--- config.mk ---
export PLATFORM = sky130hd
export DESIGN_NAME = vx_wb_arbiter
export DESIGN_NICKNAME = d
export VERILOG_FILES = /design/src/rtl/vx_wb_arbiter.sv
export SDC_FILE = /design/constraint.sdc
export NUM_CORES = 1
export LEC_CHECK = 0
export BUFFER_PORTS_ARGS = -buffer_cell sky130_fd_sc_hd__buf_2
export CAP_MARGIN = 0
export CORE_AREA = 2 2 270 272
export DETAILED_ROUTE_END_ITERATION = 10
export DIE_AREA = 0 0 272 274
export PLACE_DENSITY_LB_ADDON = 0.12
export SLEW_MARGIN = 20
export SYNTH_ARGS = -nofsm -noshare
export SYNTH_HDL_FRONTEND = slang
export SYNTH_SLANG_ARGS = --single-unit
--- constraint.sdc ---
create_clock -name clk -period 2.3 [get_ports clk]
set_input_delay 0.23 -clock clk [delete_from_list [all_inputs] [get_ports clk]]
set_output_delay 0.23 -clock clk [all_outputs]
set_load 0.01 [all_outputs]
--- src/rtl/vx_wb_arbiter.sv ---
// Writeback arbiter: merges result beats from NUM_INPUTS execute units into a
// single writeback stream. Round-robin grant with a per-packet lock, one
// registered output stage and a one-entry skid buffer. The skid buffer lets
// in_ready depend only on registered state, never on out_ready.
//
// Handshake: a beat moves on any port in a cycle where its valid and ready
// are both high. in_ready[i] may be high while in_valid[i] is low, which
// happens for the locked unit when it has no beat ready. out_data and out_eop
// hold steady while out_valid is high and out_ready is low.
module vx_wb_arbiter #(
    parameter int NUM_INPUTS    = 4,
    parameter int DATAW         = 128,
    parameter int PERF_CTR_BITS = 44
) (
    input  logic                          clk,
    input  logic                          reset,
    input  logic [NUM_INPUTS-1:0]         in_valid,
    input  logic [NUM_INPUTS*DATAW-1:0]   in_data,
    input  logic [NUM_INPUTS-1:0]         in_eop,
    output logic [NUM_INPUTS-1:0]         in_ready,
    output logic                          out_valid,
    output logic [DATAW-1:0]              out_data,
    output logic                          out_eop,
    input  logic                          out_ready,
    output logic [PERF_CTR_BITS-1:0]      perf_stalls
);

    localparam int IDXW = (NUM_INPUTS > 1) ? $clog2(NUM_INPUTS) : 1;

    // (base + off) mod NUM_INPUTS, for off in [0, NUM_INPUTS)
    function automatic logic [IDXW-1:0] wrap_idx(input logic [IDXW-1:0] base, input int off);
        int sum;
        sum = int'(base) + off;
        if (sum >= NUM_INPUTS) sum = sum - NUM_INPUTS;
        return sum[IDXW-1:0];
    endfunction

    logic [IDXW-1:0]  ptr;
    logic             lock;
    logic [IDXW-1:0]  lock_idx;
    logic             skid_valid;
    logic [DATAW-1:0] skid_data;
    logic             skid_eop;

    logic [DATAW-1:0] in_beats [NUM_INPUTS];
    logic             sel_any;
    logic [IDXW-1:0]  sel_idx;
    logic             accept;
    logic             out_free;
    logic [DATAW-1:0] acc_data;
    logic             acc_eop;

    // Unpack the flat input bus into one word per unit
    always_comb begin
        for (int i = 0; i < NUM_INPUTS; i++) begin
            in_beats[i] = in_data[i*DATAW +: DATAW];
        end
    end

    // Pick the granted unit: the locked unit, else first valid at or after ptr.
    // Scanning from the far end down lets the nearest valid unit win.
    always_comb begin
        sel_any = 1'b0;
        sel_idx = ptr;
        if (lock) begin
            sel_any = 1'b1;
            sel_idx = lock_idx;
        end else begin
            for (int k = NUM_INPUTS - 1; k >= 0; k--) begin
                if (in_valid[wrap_idx(ptr, k)]) begin
                    sel_any = 1'b1;
                    sel_idx = wrap_idx(ptr, k);
                end
            end
        end
    end

    // Ready goes to the granted unit only while the skid buffer has room
    always_comb begin
        in_ready = '0;
        if (sel_any && !skid_valid && reset) begin
            in_ready[sel_idx] = 1'b1;
        end
    end

    assign accept   = |(in_valid & in_ready);
    assign acc_data = in_beats[sel_idx];
    assign acc_eop  = in_eop[sel_idx];
    assign out_free = !out_valid || out_ready;

    // Round-robin pointer and packet lock advance on each accepted beat
    always_ff @(posedge clk or negedge reset) begin
        if (!reset) begin
            ptr      <= '0;
            lock     <= 1'b0;
            lock_idx <= '0;
        end else if (accept) begin
            if (acc_eop) begin
                lock <= 1'b0;
                ptr  <= wrap_idx(sel_idx, 1);
            end else begin
                lock     <= 1'b1;
                lock_idx <= sel_idx;
            end
        end
    end

    // Output register and skid buffer; the skid beat always drains first
    always_ff @(posedge clk or negedge reset) begin
        if (!reset) begin
            out_valid  <= 1'b0;
            out_data   <= '0;
            out_eop    <= 1'b0;
            skid_valid <= 1'b0;
            skid_data  <= '0;
            skid_eop   <= 1'b0;
        end else if (out_free) begin
            if (skid_valid) begin
                out_valid  <= 1'b1;
                out_data   <= skid_data;
                out_eop    <= skid_eop;
                skid_valid <= 1'b0;
            end else if (accept) begin
                out_valid <= 1'b1;
                out_data  <= acc_data;
                out_eop   <= acc_eop;
            end else begin
                out_valid <= 1'b0;
            end
        end else if (accept) begin
            skid_valid <= 1'b1;
            skid_data  <= acc_data;
            skid_eop   <= acc_eop;
        end
    end

    // Count cycles in which some unit offers a beat that is not taken
    always_ff @(posedge clk or negedge reset) begin
        if (!reset) begin
            perf_stalls <= '0;
        end else if (|(in_valid & ~in_ready)) begin
            perf_stalls <= perf_stalls + PERF_CTR_BITS'(1);
        end
    end

endmodule

# Yosys cells after proc, flatten, opt, wreduce, memory -nomap -nowiden
# Cells that the tools add are included.
[word_totals]
register_bits = 309
input_bits = 523
[classes]
n_addsub = 10
order_cmp = 12
n_mux = 44
bitwise = 6
reduce_logical = 14
[ops]
columns = ["cell", "n"]
rows = [
  ["$mux W128", 4],
  ["$bmux W128 S2", 1],
  ["$add A44 B1 Y44 const B", 1],
  ["$mux W2", 14],
  ["$mux W1", 18],
  ["$ge A3 B3 Y1 const B", 5],
  ["$lt A2 B3 Y1 const B", 5],
  ["$bmux W1 S2", 5],
  ["$sub A2 B1 Y2 const B", 5],
  ["$and A4 B4 Y4", 2],
  ["$reduce_and A2 Y1", 4],
  ["$reduce_or A4 Y1", 2],
  ["$add A2 B1 Y3 const B", 2],
  ["$add A2 B2 Y3 const B", 2],
  ["$mux W4", 1],
  ["$not A4 Y4", 1],
  ["$reduce_bool A2 Y1", 2],
  ["$ge A2 B3 Y1 const B", 1],
  ["$logic_and A1 B1 Y1", 3],
  ["$not A2 Y3", 1],
  ["$demux W1 S2", 1],
  ["$ge A2 B1 Y1 const B", 1],
  ["$logic_not A1 Y1", 2],
  ["$not A1 Y1", 2],
  ["$logic_or A1 B1 Y1", 1],
]

# Depth between registers and ports, before layout
[depth]
word_depth = 20
ltp_mapped = 12
depth_no_buf = 8

# Worst setup path before layout
# Ideal clock, no wire load.
[synth_path]
path_kind = "reg2reg"
start = "reg ptr[1]"
end = "reg perf_stalls[14]"
setup_ns = 0.132
arrival_time_ns = 2.290
required_time_ns = 2.168
slack_ns = -0.122
path_stages_with_launch = 12
n_path_buf = 3
cell_sequence = "dfrtp_1 buf_2 nor2b_1 o31ai_1 o21ai_1 or4b_1 a21oi_1 o22a_1 buf_6 buf_2 nor3_1 xor2_1"
[synth_via]
elab_chain_len = 19
word_cells_on_any_way = 48
classes_between = "add/sub (7); order compare (6); mux (29); bitwise (2); reduce/logical (4)"
[synth_rtl]
columns = ["element", "line_no", "rtl"]
rows = [
  ["start: declaration", "38", "logic [IDXW-1:0] ptr;"],
  ["start signal: assignment", "100", "ptr <= wrap_idx(sel_idx, 1);"],
  ["$add A2 B2 Y3", "33", "sum = int'(base) + off;"],
  ["$ge A3 B3 Y1 / $sub A2 B1 Y2 (equally long branches)", "34", "if (sum >= NUM_INPUTS) sum = sum - NUM_INPUTS;"],
  ["$mux W2", "34", ""],
  ["$mux W2", "65", "if (lock) begin"],
  ["$bmux W1 S2", "70", "if (in_valid[wrap_idx(ptr, k)]) begin"],
  ["$mux W1 (implied by the code)", "70", ""],
  ["$mux W2 (4 in a row)", "70", ""],
  ["$mux W2", "65", ""],
  ["$lt A2 B3 Y1 (implied by the code) / $ge A2 B1 Y1 (equally long branches)", "82", "in_ready[sel_idx] = 1'b1;"],
  ["$logic_and A1 B1 Y1 (implied by the code)", "82", ""],
  ["$mux W1 (implied by the code)", "82", ""],
  ["$demux W1 S2", "82", ""],
  ["$mux W4 *", "81", "if (sel_any && !skid_valid && reset) begin"],
  ["$not A4 Y4 *", "141", "end else if (|(in_valid & ~in_ready)) begin"],
  ["$and A4 B4 Y4 *", "141", ""],
  ["$reduce_or A4 Y1 *", "141", ""],
  ["end signal: assignment", "142", "perf_stalls <= perf_stalls + PERF_CTR_BITS'(1);"],
  ["end: declaration", "25", "output logic [PERF_CTR_BITS-1:0] perf_stalls"],
]
# Every way passes the cells marked *; elsewhere a longest branch is shown, timed or not. The select of a mux whose other input is x is not followed.
# A chain may end at the register's enable or synchronous reset.

# Worst setup path in the final report
[layout_path]
start = "reg ptr[0]"
end = "reg perf_stalls[26]"
# Same word-level chain as after synthesis.

==> flow_metrics.tcl <==
set metrics [dict create \
    r2r_start "ptr[0]" \
    grt_pass1_wl_mm 93.1 \
    synth-edff-count 0 \
    cpMostUsedCell "buf_6" \
    initial_core_util 0.233 \
    hold_path.class "primary input to register" \
    fmax_mhz 383 \
    dieArea_um2 74500 \
    grt_pass1_vias 15510 \
    synth_fa_ha_area_frac 0.000747 \
    first_pass_iters 5 \
    synth.most_common_cell "dfrtp_1" \
    drive_above_1_share 0.569 \
    fin_nets 2930 \
    clk_latency_ns 0.55 \
    ioPinCount 701 \
    slew_headroom 0.412 \
    ys_seq_area_frac 0.462 \
    drt_wl_total_mm 68.5 \
    synth_xor_area_frac 0.0225 \
    ys.warnings.count 0 \
    worst_ep_arrival_time_ns 3.04 \
    synthToLayoutAreaGrowth_pct 60.1 \
    peakVddDrop_v 0.000542 \
    min_period_ns 2.61 \
    synthSimpleGateAreaFrac 0.105 \
    fp.dieW_um 272 \
    synth.distinct_cells 47 \
    wl_per_cell_um 20.2 \
    postRouteAntennaNets 0 \
    grt_max_degree 137 \
    postLayoutSetupSlackWorst_ns -0.310 \
    path_class "register to register" \
    timing.final.crit_share 1.13 \
    path_max_fanout 17 \
    violations "setup timing" \
    synth.top_cell.area_share 0.462 \
    hold_start "in_data[160]" \
    die_h_um 274 \
    start_kind "register" \
    end_kind "register" \
    critPathMaxStageDelay_ns 0.49 \
    cts.path.max_buffers 3 \
    dr_total_vias 15566 \
    placed_cell_area_um2 22400 \
    syn_area_per_cell_um2 10.7 \
    num-fill-cells 7166 \
    cp-startpoint "ptr[0]" \
    drv_cap 0 \
    cp.required_ns 2.73 \
    synth_top_family_by_area "multiplexers" \
    drc 0 \
    final_max_slew_viol_count 0 \
    critPathBufInv 3 \
    yosysTopAreaCell "dfrtp_1" \
    synth_mux_area_frac 0.245 \
    finalSetupViolations 310 \
    utilization 0.372 \
    worst_slew_pin_slew_ns 0.883 \
    cts_made_buffers 39 \
    status "finished with violations" \
    p_per_area_nw_per_um2 1420 \
    rows 99 \
    overflow 0 \
    hold_violations 0 \
    synth_common_cells "dfrtp_1 (309), mux2i_1 (261), nand2_1 (152)" \
    slowest_stage "or4b_4" \
    syn_area_um2 16700 \
    rsz0062_at_grt "true" \
    tritoncts "done" \
    leakagePower_nw 13.4 \
    antenna_found_initial 2 \
    ys.flop_type "dfrtp_1" \
    crit_chain "nand2b_1, a21oi_2, o21a_2, buf_6, buf_6, or4b_4, a21oi_4, o22a_4, buf_16, nor4_2, xor2_1" \
    cts_root_buffer "clkbuf_16" \
    clock-sinks 309 \
    drt_iter0_markers 767 \
    synth_cells 1565 \
    clk_pin_slew_ns 0.06 \
    finalInstanceArea_um2 26800 \
    finalClockSkew_ns 0.0255 \
    synthesis.nets 2089 \
    via_per_inst 4.59 \
    synthArstFlopShare 1.00 \
    core_area_um2 72000 \
    gp_congestion 0.831 \
    synthTopCellsByArea "dfrtp_1 (46%), mux2i_1 (16%), mux2_2 (8.9%)" \
    io_buffers 700 \
    crit_family "compound AO/OA/AOI/OAI gates" \
    synth_compound_area_frac 0.126 \
    dp_hpwl_mm 45.6 \
    grtUsageTotal 0.160 \
    h-tree-depth 2 \
    synth_seq_cells 309 \
]
==> cells in the final DEF, fill, tap and decap left out, drive strengths merged, types with 15 or more instances in the layout <==
cell and count:
nor3 24, xor2 28, o21ai 136, buf 898
nor2 141, mux2 133, clkbuf 87, nand3 19
a221o 128, mux2i 261, nand4 19, nand2 152
dfrtp 309, xnor2 15
==> worst paths after layout <==
check                             endpoint  slack (ns)  depth (start not counted)
max                        perf_stalls[26]       -0.31                         11
min                          skid_data[32]        0.15                          4
max reg2reg                perf_stalls[26]       -0.31                         11
min reg2reg                 skid_data[106]        0.48                          2
max in group asynchronous   perf_stalls[5]        0.73                          4
min in group asynchronous    skid_data[75]        0.38                          3
==> per-stage QoR <==
stage	setup WS, ns	power, mW	std cells	hold WS, ns	TNS [ns]
after floorplan	-0.0535	20.2	1565	-0.0656	-0.964
after global placement	-0.322	26.6	3236	0.354	-71.43
after detailed placement	-0.382	26.9	3236	0.345	-79.94
after CTS	-0.307	34.3	3324	0.128	-69.70
after global routing	-0.437	40.4	3390	0.133	-105.40
final	-0.310	38.0	3390	0.152	-70.14
==> what timing repair did <==
action / in CTS / in global routing
pin swaps: 10 / 127
buffers inserted: 15 / 29
hold endpoints to repair: 120 / 0
hold buffers: 1 / 0
cloned: 7 / 43
gates resized for setup: 69 / 481
endpoints found under the setup margin: 311 / 311
==> state kept, by name, indices dropped and copies added, names as in the netlist <==
name,flops
skid_data,128
out_eop,1
perf_stalls,44
out_data,128
ptr,2
skid_eop,1
skid_valid,1
lock_idx,2
out_valid,1
lock,1
==> final cells by class <==
class                      instances  area [µm²]  share of cell area
multi-input combinational       1114        9730               0.363
sequential                       309        7740               0.289
timing repair buffer             931        6810               0.254
tap                              959        1200              0.0448
clock buffer                      55        1090              0.0405
clock inverter                    10         198             0.00737
inverter                          11        41.3             0.00154
antenna                            1        2.50           0.0000934
==> worst register-to-register path, cell delays in order (launching register included) <==
cell      delay (ns)
dfrtp_2         0.44
nand2b_1        0.13
a21oi_2         0.08
o21a_2          0.24
buf_6           0.13
buf_6           0.11
or4b_4          0.49
a21oi_4         0.17
o22a_4          0.27
buf_16          0.21
nor4_2          0.07
xor2_1          0.14
==> layer usage <==
metal / share of wire / up-vias / track usage / routed length [µm]
met5: 0.00019 / - / 0 / 13
met4: 0.019 / 2 / 0.0415 / 1330
met3: 0.057 / 72 / 0.0413 / 3920
met2: 0.51 / 426 / 0.272 / 34700
met1: 0.42 / 7616 / 0.201 / 28500
li1: - / 7450 / - / -
==> power by group <==
part	internal (mW)	switching (mW)	total, mW
Combinational	11.5	10.9	22.3
Clock	3.85	2.45	6.30
Sequential	7.70	1.61	9.32
==> cell families (layout without fill, tap and decap cells) <==
kind of cell,after synthesis,after routing
flip-flops,309,309
adder cells (fa/ha/maj),1,1
multiplexers,394,394
AND/OR/NAND/NOR,391,391
AO/OA/AOI/OAI,285,285
other,0,1
buffers and inverters,142,1007
XOR/XNOR,43,43
No activity file was read; power rests on OpenSTA's default activity.
